<file path="config.mk">
export PLATFORM = sky130hd
export DESIGN_NAME = int_to_recoded_float_seq
export DESIGN_NICKNAME = d
export VERILOG_FILES = /design/src/rtl/int_to_recoded_float_seq.sv
export SDC_FILE = /design/constraint.sdc
export NUM_CORES = 1
export LEC_CHECK = 0
export ABC_AREA = 1
export BUFFER_PORTS_ARGS = -buffer_cell sky130_fd_sc_hd__buf_2
export CORE_ASPECT_RATIO = 1.1
export CORE_UTILIZATION = 45
export DETAILED_ROUTE_END_ITERATION = 8
export MAX_ROUTING_LAYER = met4
export PLACE_DENSITY = 0.63
export SETUP_SLACK_MARGIN = 0.1
export SLEW_MARGIN = 30
export SYNTH_ARGS = -nofsm -noshare
export SYNTH_HDL_FRONTEND = slang
export SYNTH_SLANG_ARGS = --single-unit
</file>
<file path="constraint.sdc">
create_clock -name clk -period 6.6 [get_ports clk]
set_input_delay 1.32 -clock clk [delete_from_list [all_inputs] [get_ports clk]]
set_output_delay 1.32 -clock clk [all_outputs]
set_load 0.01 [all_outputs]
</file>
<file path="src/rtl/int_to_recoded_float_seq.sv">
// -----------------------------------------------------------------------------
// int_to_recoded_float_seq
//
// Converts a signed or unsigned integer to a recoded floating-point value
// {sign, exp[expSize:0], sig[sigSize-2:0]}. The conversion is sequential:
// the magnitude is normalised one bit per cycle and then rounded in a
// single cycle. Only one operation is in flight at a time.
//
// Parameters
//   expSize : exponent width of the standard format (recoded exp is +1 bit)
//   sigSize : significand width including the hidden bit
//   intSize : integer operand width (intSize > sigSize and
//             intSize-1 < 2^(expSize-1))
//
// Ports
//   clk         : clock, all state updates on the rising edge
//   rst_n       : synchronous active-low reset
//   in_valid    : operand fields valid
//   in_ready    : block idle, can accept an operand
//   in_int      : integer operand
//   in_signed   : 1 = two's-complement operand, 0 = unsigned
//   in_rm       : rounding mode (00 RNE, 01 RTZ, 10 RDN, 11 RUP)
//   out_valid   : result valid (held until out_ready)
//   out_ready   : consumer accepts the result
//   out_float   : recoded float result
//   out_inexact : result differs from the operand
// -----------------------------------------------------------------------------
module int_to_recoded_float_seq #(
  parameter int expSize = 8,
  parameter int sigSize = 24,
  parameter int intSize = 32
) (
  input  logic                       clk,
  input  logic                       rst_n,
  input  logic                       in_valid,
  output logic                       in_ready,
  input  logic [intSize-1:0]         in_int,
  input  logic                       in_signed,
  input  logic [1:0]                 in_rm,
  output logic                       out_valid,
  input  logic                       out_ready,
  output logic [expSize+sigSize:0]   out_float,
  output logic                       out_inexact
);

  localparam int CntW = $clog2(intSize);
  localparam int FracW = sigSize - 1;

  // Recoded exponent of 1.0 * 2^count is 2^expSize + count.
  localparam logic [expSize:0] ExpBias = {1'b1, {expSize{1'b0}}};
  localparam logic [CntW-1:0]  CntInit = CntW'(intSize - 1);

  typedef enum logic [1:0] {
    IDLE  = 2'd0,
    NORM  = 2'd1,
    ROUND = 2'd2,
    DONE  = 2'd3
  } state_t;

  state_t                    state_q;
  logic [intSize-1:0]        mag_q;
  logic [CntW-1:0]           count_q;
  logic                      sign_q;
  logic [1:0]                rm_q;
  logic [expSize+sigSize:0]  out_float_q;
  logic                      out_inexact_q;

  logic                      in_sign_s;
  logic [intSize-1:0]        in_mag_s;
  logic [FracW-1:0]          sig_s;
  logic                      guard_s;
  logic                      sticky_s;
  logic                      inc_s;
  logic [expSize:0]          exp_base_s;
  logic [FracW-1:0]          sig_d;
  logic [expSize:0]          exp_d;

  // Rounding increment decision for the four supported modes.
  function automatic logic round_inc(
    input logic [1:0] rm,
    input logic       sign,
    input logic       guard,
    input logic       sticky,
    input logic       lsb
  );
    logic inc;
    case (rm)
      2'b00:   inc = guard & (sticky | lsb);
      2'b01:   inc = 1'b0;
      2'b10:   inc = sign & (guard | sticky);
      2'b11:   inc = ~sign & (guard | sticky);
      default: inc = 1'b0;
    endcase
    return inc;
  endfunction

  // Handshake flags are pure decodes of the FSM state.
  assign in_ready    = (state_q == IDLE);
  assign out_valid   = (state_q == DONE);
  assign out_float   = out_float_q;
  assign out_inexact = out_inexact_q;

  // Operand sign and magnitude; the most negative value negates to
  // 2^(intSize-1), which is still correct as an unsigned magnitude.
  always_comb begin
    in_sign_s = in_signed & in_int[intSize-1];
    if (in_sign_s) begin
      in_mag_s = (~in_int) + {{(intSize-1){1'b0}}, 1'b1};
    end else begin
      in_mag_s = in_int;
    end
  end

  // Sticky covers every bit below the guard; there may be none.
  if (intSize - sigSize >= 2) begin : g_sticky
    assign sticky_s = |mag_q[intSize-sigSize-2:0];
  end else begin : g_no_sticky
    assign sticky_s = 1'b0;
  end

  // Rounding datapath on the normalised magnitude (MSB is the hidden bit).
  always_comb begin
    sig_s      = mag_q[intSize-2 -: FracW];
    guard_s    = mag_q[intSize-sigSize-1];
    inc_s      = round_inc(rm_q, sign_q, guard_s, sticky_s, sig_s[0]);
    exp_base_s = ExpBias + {{(expSize+1-CntW){1'b0}}, count_q};
    if (inc_s && (&sig_s)) begin
      // Carry out of the fraction: mantissa wraps to 1.0, exponent bumps.
      sig_d = {FracW{1'b0}};
      exp_d = exp_base_s + {{expSize{1'b0}}, 1'b1};
    end else begin
      sig_d = sig_s + {{(FracW-1){1'b0}}, inc_s};
      exp_d = exp_base_s;
    end
  end

  // Control FSM with operand capture, normalisation and registered result.
  always_ff @(posedge clk) begin
    if (!rst_n) begin
      state_q       <= IDLE;
      mag_q         <= {intSize{1'b0}};
      count_q       <= {CntW{1'b0}};
      sign_q        <= 1'b0;
      rm_q          <= 2'b00;
      out_float_q   <= {(expSize+sigSize+1){1'b0}};
      out_inexact_q <= 1'b0;
    end else begin
      case (state_q)
        IDLE: begin
          if (in_valid) begin
            sign_q  <= in_sign_s;
            mag_q   <= in_mag_s;
            rm_q    <= in_rm;
            count_q <= CntInit;
            if (in_mag_s == {intSize{1'b0}}) begin
              // Zero converts exactly to +0 and skips normalisation.
              out_float_q   <= {(expSize+sigSize+1){1'b0}};
              out_inexact_q <= 1'b0;
              state_q       <= DONE;
            end else begin
              state_q <= NORM;
            end
          end else begin
            state_q <= IDLE;
          end
        end
        NORM: begin
          if (mag_q[intSize-1]) begin
            state_q <= ROUND;
          end else begin
            mag_q   <= {mag_q[intSize-2:0], 1'b0};
            count_q <= count_q - {{(CntW-1){1'b0}}, 1'b1};
            state_q <= NORM;
          end
        end
        ROUND: begin
          out_float_q   <= {sign_q, exp_d, sig_d};
          out_inexact_q <= guard_s | sticky_s;
          state_q       <= DONE;
        end
        DONE: begin
          if (out_ready) begin
            state_q <= IDLE;
          end else begin
            state_q <= DONE;
          end
        end
        default: begin
          state_q <= IDLE;
        end
      endcase
    end
  end

endmodule

</file>
== Word level (Yosys, flattened, before mapping) ==
Index checks and enable logic that the tools add are counted.

* Flip-flop bits (word level): 76
* Bits in latches: 0
* Bits in writable memories: 0
* Bits in read-only memories: 0
* Input port bits: 39
* Output and inout port bits: 36
* Word-level logic and storage cells: 63
* Memories kept: 0

* $add $sub $neg: 5
* $mul: 0
* Div/mod/pow operators: 0
* $lt $le $gt $ge: 0
* Equality and inequality tests: 9
* Shift operators: 0
* Multiplexer cells: 21
* Bitwise logic cells: 8
* Reductions and logical operators: 12

{| class="wikitable"
|+ Operators with widths
! operator !! count
|-
| two-way mux 32 bit || 3
|-
| two-way mux 33 bit || 2
|-
| case mux 33 bit (2 select lines) || 1
|-
| case mux 32 bit (2 select lines) || 1
|-
| adder 32 x 1 -> 32 bit, second input constant || 1
|-
| zero test 32 bit || 1
|-
| NOT 32 bit || 1
|-
| adder 23 x 1 -> 23 bit || 1
|-
| two-way mux 23 bit || 1
|-
| AND reduction 23 bit || 1
|-
| two-way mux 5 bit || 2
|-
| case mux 5 bit (2 select lines) || 1
|-
| adder 9 x 1 -> 9 bit, second input constant || 1
|-
| adder 9 x 5 -> 9 bit, first input constant || 1
|-
| two-way mux 9 bit || 1
|-
| == test 2 bit, second input constant || 4
|-
| two-way mux 2 bit || 4
|-
| case mux 2 bit (4 select lines) || 1
|-
| OR reduction 7 bit || 1
|-
| AND reduction 3 bit || 2
|-
| subtractor 5 x 1 -> 5 bit, second input constant || 1
|-
| AND 1 bit || 4
|-
| == test 2 x 1 -> 1 bit, second input constant || 2
|-
| zero test 2 bit || 2
|-
| 10 further kinds || 15
|}

== Logic depth before layout (Yosys ltp) ==
Gate-level depths: netlist of the first run.

* Depth in word-level cells: 7
* Mapped depth: 18
* Gate-level depth less buffers: 18

== Least setup slack after synthesis of the first run ==
OpenSTA, ideal clock, no wires.

* Kind: input to register
* From: input port in_int[0]
* To: register out_float_q[0], in the netlist out_float[0]
* Library setup time: 0.132 ns
* Data arrival time: 2.891 ns
* Required time: 6.468 ns
* Path slack: 3.577 ns
* Stages on the path: 16
* Buffers on the path: 1
* Cells stage by stage: inv_1 > ha_1 > nand3_1 > nand2_4 > nand2_4 > nor2_4 > nand2_1 > nand2_1 > nand2_1 > nor2_1 > nand2_1 > nor2_2 > nand4_4 > buf_6 > nand3_2 > a21oi_1

* Longest elaborated chain between the ends: 6

{| class="wikitable"
|+ Ends and longest elaborated chain
! item !! line !! text
|-
| from (decl) || 37 || <nowiki>input logic [intSize-1:0] in_int,</nowiki>
|-
| NOT 32 bit || 108 || <nowiki>in_mag_s = (~in_int) + {{(intSize-1){1'b0}}, 1'b1};</nowiki>
|-
| adder 32 x 1 -> 32 bit || 108 ||
|-
| two-way mux 32 bit * || 107 || <nowiki>if (in_sign_s) begin</nowiki>
|-
| zero test 32 bit * || 155 || <nowiki>if (in_mag_s == {intSize{1'b0}}) begin</nowiki>
|-
| != test 2 x 1 -> 1 bit (no line) * || - ||
|-
| AND reduction 3 bit (no line) * || - ||
|-
| to (signal assigned) || 145 || <nowiki>out_float_q <= {(expSize+sigSize+1){1'b0}};</nowiki>
|-
| to (signal assigned) || 157 || <nowiki>out_float_q <= {(expSize+sigSize+1){1'b0}};</nowiki>
|-
| to (signal assigned) || 177 || <nowiki>out_float_q <= {sign_q, exp_d, sig_d};</nowiki>
|-
| to (decl) || 65 || <nowiki>logic [expSize+sigSize:0] out_float_q;</nowiki>
|}

Every way passes the cells marked *; elsewhere a longest branch is shown, timed or not.
A chain may end at the register's enable or synchronous reset.

== Final worst setup path of the first run ==
* From: input port in_int[1]
* To: register out_float_q[20], in the netlist out_float[20]

The elaborated chain is that of the path after synthesis.

==> reports/qor.txt, run 1 <==
Multi-input logic area - 0.00307 sq mm
CP Capture Type - register
Share of cells above drive strength 1 - 17.2%
Setup violators final - 0
GRT Residual Overflow - 0
Mux cell area share after synthesis - 0%
Hold Fails Final Rpt - 0
H-tree levels - 3
Synthesized area - 0.00499 sq mm
Setup bufs post-CTS - 0
WL/cell - 13.2 microns
Initial core utilization - 47.1%
Crit-path max cell delay - 0.57 ns
Power density over the cells - 223 mW/mm^2
Rel. slew slack - 53.4%
Core area - 0.0106 sq mm
WP data required - 6.78 ns
Synth Area per Inst - 6.27 sq um
Root Driver - clkbuf_16
Worst-path cell chain - buf_2 > inv_1 > ha_1 > nand3_1 > nand2_4 > nand2_4 > nor2_4 > nand2_1 > nand2_1 > nand2_1 > nor2_1 > nand2_1 > nor2_2 > nand4_4 > nand3_1 > a21oi_1
Worst path slowest cell - nand4_4
Horiz. Die Dim - 102 microns
Most common cell after layout, fill and taps aside - nand2_1
Post-CTS sizing - 0
First-pass GRT wire length - 22.3 mm
Initial antenna violation count - 0
GPL Wtd Cong - 0.906
Worst Hold Depth - 2
Bufs on Longest Clock Path - 2
Cts bufs inserted - 9
ANT cells - 0
Hold Path Class - register to register
Drt first-iter violations - 355
Slew Viols, Final - 0
Ports - 75
Cell total after placement - 983
CTS tree - done
Synth area leaders - dfxtp_1, nand2_1, nor2_1
Most frequent CP cell - nand2_1
WS Path Type - input port to register
Synth Area in XOR/XNOR - 2.11%
Post-synth EDFFs - 0
Ys Warns - 0
Vias in the first global route - 4,651
Setup_tns - 0 ns
Largest net degree at the start of global routing - 67
DP HPWL - 10.2 mm
Reg area - 0.00148 sq mm
Max Fclk - 0.281 GHz
Fill count - 1,046
Most frequent cells in the layout - nand2_1, nor2_1, dfxtp_1, buf_2, inv_1
DR vias - 5,219
Simple-gate share of the synthesized area - 44.7%
Syn-to-layout area delta - 14.3%
Top cell type's share of synthesized area - 29.7%
DRT antenna net count - 0
Worst Path Buf+Inv - 2
RSZ-0062 raised after global routing - no
CP max FO - 32
Total track usage - 25.1%
Die area - 0.0115 sq mm
Largest family of logic cells by synthesized area - simple AND/OR/NAND/NOR gates
CP Depth - 16
P_leak - 2.43 nW
Max Cap Viol - 0
Site row count - 39
Drt first pass iters - 6
Async set-reset flop share out of synthesis - 0%
Reg2Reg Depth - 17
Final period utilization - 54.0%
Residual DRC count - 0
Clock slew at reported path FFs - 0.05 ns
Post-synth top flop - dfxtp_1
Num Clock Sinks - 74
Via density - 5.22
Worst skew pair latency - 0.34 ns
Port buffer count - 72
Mapped Cells - 795
Clk_skew - 0.00743 ns
Post-synthesis sequential area ratio - 29.7%
Family with the most delay on the worst path - simple AND/OR/NAND/NOR gates
Post-layout net count - 895
Hold-fix buffers, CTS - 0
CP arrival - 3.75 ns
Overall routed net length - 13.2 mm
#FFs+latches synth - 74
Min Clock Period, post-route - 3.56 ns
Fin util - 53.8%
VDD IR max - 114 uV
Post-layout instance count excluding filler cells - 999
Synth Area in Adders - 1.25%
Synth cell types - 39
Die Ht - 112 microns
Crit path launch type - input port
Worst Max-Slew Pin Slew - 0.698 ns
Yosys top cell by area - dfxtp_1
Synth Area in Compound Gates - 13.2%
Status - finished clean
synth_stat cells, types with 3 or more instances:
cell / count
nand3b_1: 5
inv_1: 66
a21oi_1: 51
dfxtp_1: 74
or2_2: 4
nand2_2: 4
buf_4: 3
a31oi_1: 30
nor2_1: 93
nand4_1: 20
clkbuf_1: 20
ha_1: 5
nor3_1: 5
nor2_2: 7
o21ai_1: 4
o2111ai_1: 4
o21ai_0: 21
xnor2_1: 3
buf_6: 5
nand2_4: 3
buf_2: 4
nand2_1: 259
xor2_1: 9
nand3_2: 29
nand3_1: 47
nor4_1: 4
registers in the layout, summed over array words and instances, names as in the netlist:
| signal | count |
|---|---|
| rm_q | 2 |
| out_inexact | 1 |
| sign_q | 1 |
| state_q | 2 |
| count_q | 5 |
| mag_q | 32 |
| out_float | 31 |
worst min-delay path: cells and delay by family (launching register included):
| family | cells | cell delay, ns |
|---|---|---|
| AND/OR/NAND/NOR | 1 | 0.06 |
| flip-flops | 1 | 0.30 |
| AO/OA/AOI/OAI | 1 | 0.05 |
power breakdown:
group          total (W)  internal [W]  leakage [nW]  switching [W]
logic           0.000254     0.0000845          1.68       0.000169
registers       0.000523      0.000481         0.604      0.0000416
clock network   0.000496      0.000311         0.151       0.000185
final cells by class:
class                      count  area share, %
multi-input combinational    619           53.9
sequential                    74           26.0
timing repair buffer          77           6.98
inverter                      70           4.65
clock buffer                  11           4.43
tap                          143           3.14
clock inverter                 5          0.922
kinds of logic (layout without fill, tap and decap cells):
kind of cell / count (synthesis) / in the layout
adders and majority gates: 5 / 5
AOI/OAI and AO/OA: 117 / 117
DFF: 74 / 74
and+or+nand+nor: 483 / 483
buffers and inverters: 103 / 163
xor gates and xnor gates: 12 / 12
other: 1 / 2
path summary, 6_finish.rpt:
check	slack [ns]	endpoint	from
max reg2reg	3.91	out_float[22]	mag_q[0]
min reg2reg	0.46	out_float[31]	out_float[31]
min	0.46	out_float[31]	out_float[31]
max	3.04	out_float[20]	in_int[1]
routing by layer:
layer	vias to the layer above	track usage (%)	wire length, microns
li1	2724	-	-
met1	2349	33.8	6320
met2	133	39.8	6200
met3	13	2.05	520
met4	0	7.62	150
met5	-	-	0
per-stage QoR:
stage	setup slack (ns)	power, W	instance area [sq um]	hold WS [ns]
after CTS	3.02	0.00128	5700	0.465
after global routing	2.75	0.00134	5700	0.484
after global placement	2.73	0.000779	5390	0.444
final	3.04	0.00127	5700	0.458
after detailed placement	2.66	0.000784	5390	0.456
after floorplan	3.58	0.000705	4990	0.455
Power figures use the tool's default switching activity.
==> run 2: changes to the inputs <==
--- a/config.mk
+++ b/config.mk
@@ -11,7 +11,7 @@
 export CORE_UTILIZATION = 45
 export DETAILED_ROUTE_END_ITERATION = 8
 export MAX_ROUTING_LAYER = met4
-export PLACE_DENSITY = 0.63
+export PLACE_DENSITY = 0.66
 export SETUP_SLACK_MARGIN = 0.1
 export SLEW_MARGIN = 30
 export SYNTH_ARGS = -nofsm -noshare
==> constraint.sdc (replaced) <==
create_clock -name clk -period 3 [get_ports clk]
set_input_delay 0.6 -clock clk [delete_from_list [all_inputs] [get_ports clk]]
set_output_delay 0.6 -clock clk [all_outputs]
set_load 0.01 [all_outputs]
==> reports/qor.txt, run 2 (synthesized netlist as in run 1, its figures left out) <==
VDD IR max - 267 uV (+130%)
Bufs on Longest Clock Path - 2 (unchanged)
Max Fclk - 0.386 GHz
Min Clock Period, post-route - 2.59 ns
Hold Path Class - register to register
GPL Wtd Cong - 0.909 (+0.28%)
Fill count - 1,101 (+5.3%)
Max reg flops - 32 (unchanged)
Residual DRC count - 0 (unchanged)
Port buffer count - 72 (unchanged)
Total track usage - 25.6% (+0.49 points)
Largest net degree at the start of global routing - 37 (-45%)
Drt first-iter violations - 346 (-2.5%)
Root Driver - clkbuf_16
Most common cell after layout, fill and taps aside - nand2_1
Horiz. Die Dim - 102 microns (unchanged)
Vias in the first global route - 4,812 (+3.5%)
WL/cell - 13.6 microns (+3.1%)
Overall routed net length - 13.6 mm (+3.4%)
Initial core utilization - 47.1% (unchanged)
WS Path Type - register to register
DR vias - 5,276 (+1.1%)
ANT cells - 0 (unchanged)
Share of cells above drive strength 1 - 17.7% (+0.52 points)
Clk_skew - 0.00730 ns (-0.000127 ns)
First-pass GRT wire length - 22.7 mm (+1.8%)
Critical path startpoint - mag_q[0]
DP HPWL - 10.4 mm (+2.5%)
Post-layout net count - 898 (+0.34%)
Initial antenna violation count - 0 (unchanged)
RSZ-0062 raised after global routing - no
Die area - 0.0115 sq mm (unchanged)
Syn-to-layout area delta - 15.2%
Final period utilization - 86.4%
Core area - 0.0106 sq mm (unchanged)
Rel. slew slack - 64.8% (+11 points)
Crit path launch type - register
Clock slew at reported path FFs - 0.06 ns (about the same)
Power density over the cells - 490 mW/mm^2 (+120%)
Setup_tns - 0 ns (unchanged)
Status - finished clean
CP max FO - 4 (-88%)
Via density - 5.27 (+0.79%)
Hold Fails Final Rpt - 0 (unchanged)
GRT Residual Overflow - 0 (unchanged)
H-tree levels - 3 (unchanged)
Most frequent cells in the layout - nand2_1, nor2_1, dfxtp_1, buf_2, inv_1
Site row count - 39 (unchanged)
Pwr Total - 0.00282 W (+120%)
FF-to-FF Start - mag_q[0]
Worst skew pair latency - 0.34 ns (about the same)
Most flops, register - mag_q
P_leak - 2.45 nW (+0.89%)
DRT antenna net count - 0 (unchanged)
Cts bufs inserted - 9 (unchanged)
Slew Viols, Final - 0 (unchanged)
Hold path startpoint - out_float[31]
Drt first pass iters - 5 (-1)
Num Clock Sinks - 74 (unchanged)
Die Ht - 112 microns (unchanged)
CTS tree - done
WP data required - 3.27 ns (-3.51 ns)
CP arrival - 2.86 ns (-0.89 ns)
Max Cap Viol - 0 (unchanged)
Ports - 75 (unchanged)
Worst Max-Slew Pin Slew - 0.527 ns (-0.171 ns)
Setup violators final - 0 (unchanged)
CP Capture Type - register
## run 2: changes by cell type in the layout (fill, tap and decap cells not counted)
cell    delta
buf_12     +1
buf_4      +2
nor3_1     -1
nor3_2     +1
nor4_1     -1
nor4_2     +1
## run 2: final timing paths
path                   endpoint  depth (start not counted)  slack (ns)
setup / recovery  out_float[22]                         17        0.41
hold / removal    out_float[31]                          2        0.46
setup reg to reg  out_float[22]                         17        0.41
hold reg to reg   out_float[31]                          2        0.46
## run 2: area by class of cell
cell class | instances | area (sq um) | share of cell area, %
clock buffers | 11 | 253 | 4.40
clock inverters | 5 | 52.6 | 0.915
inverters | 70 | 265 | 4.62
multi-input cells | 619 | 3080 | 53.6
flip-flops and latches | 74 | 1480 | 25.8
well taps | 143 | 179 | 3.11
repair buffers | 80 | 433 | 7.53
## run 2: critical path, cell delays in order (launching register included)
cell and delay [ns]:
dfxtp_1 0.32, nor2_1 0.11, nand2_1 0.07, nor4_2 0.23, nand2_1 0.16, nand2_1 0.09
nand2_1 0.12, ha_1 0.23, ha_1 0.21, nand2_1 0.13, inv_1 0.05, nand2_1 0.13
inv_1 0.10, nand4_1 0.08, nor2_1 0.07, a21oi_1 0.14, o211ai_1 0.11, a21oi_1 0.15
## run 2: power by group
part / leakage [nW] / total (W) / internal, W / switching [W]
clock: 0.151 / 0.00109 / 0.000684 / 0.000410
combinational: 1.70 / 0.000570 / 0.000190 / 0.000380
sequential: 0.604 / 0.00115 / 0.00106 / 0.0000927
total: 2.45 / 0.00282 / 0.00193 / 0.000883
## run 2: what timing repair did
action | 4_1_cts | 5_1_grt
setup buffers | 0 | 0
resized for setup | 0 | 2
setup endpoints to repair | 0 | 5
endpoints found under the hold margin | 0 | 0
hold buffers | 0 | 0
## run 2: routing by layer
layer	track usage (%)	wire (microns)	vias up
met4	9.33	280	0
met5	-	0	-
met1	33.3	6440	2375
met3	2.86	526	20
met2	40.6	6400	153
li1	-	-	2728
## run 2: metrics by stage
| stage | util [%] | instance area [sq um] | setup WS [ns] | hold slack, ns | instances |
|---|---|---|---|---|---|
| floorplan | - | 4990 | 0.697 | 0.455 | 796 |
| global placement | 51.3 | 5430 | 0.257 | 0.445 | 986 |
| detailed placement | 51.3 | 5430 | 0.267 | 0.455 | 986 |
| CTS | 54.2 | 5730 | 0.300 | 0.464 | 1002 |
| global route | 54.3 | 5750 | 0.143 | 0.474 | 1002 |
| finish | 54.3 | 5750 | 0.409 | 0.465 | 1002 |
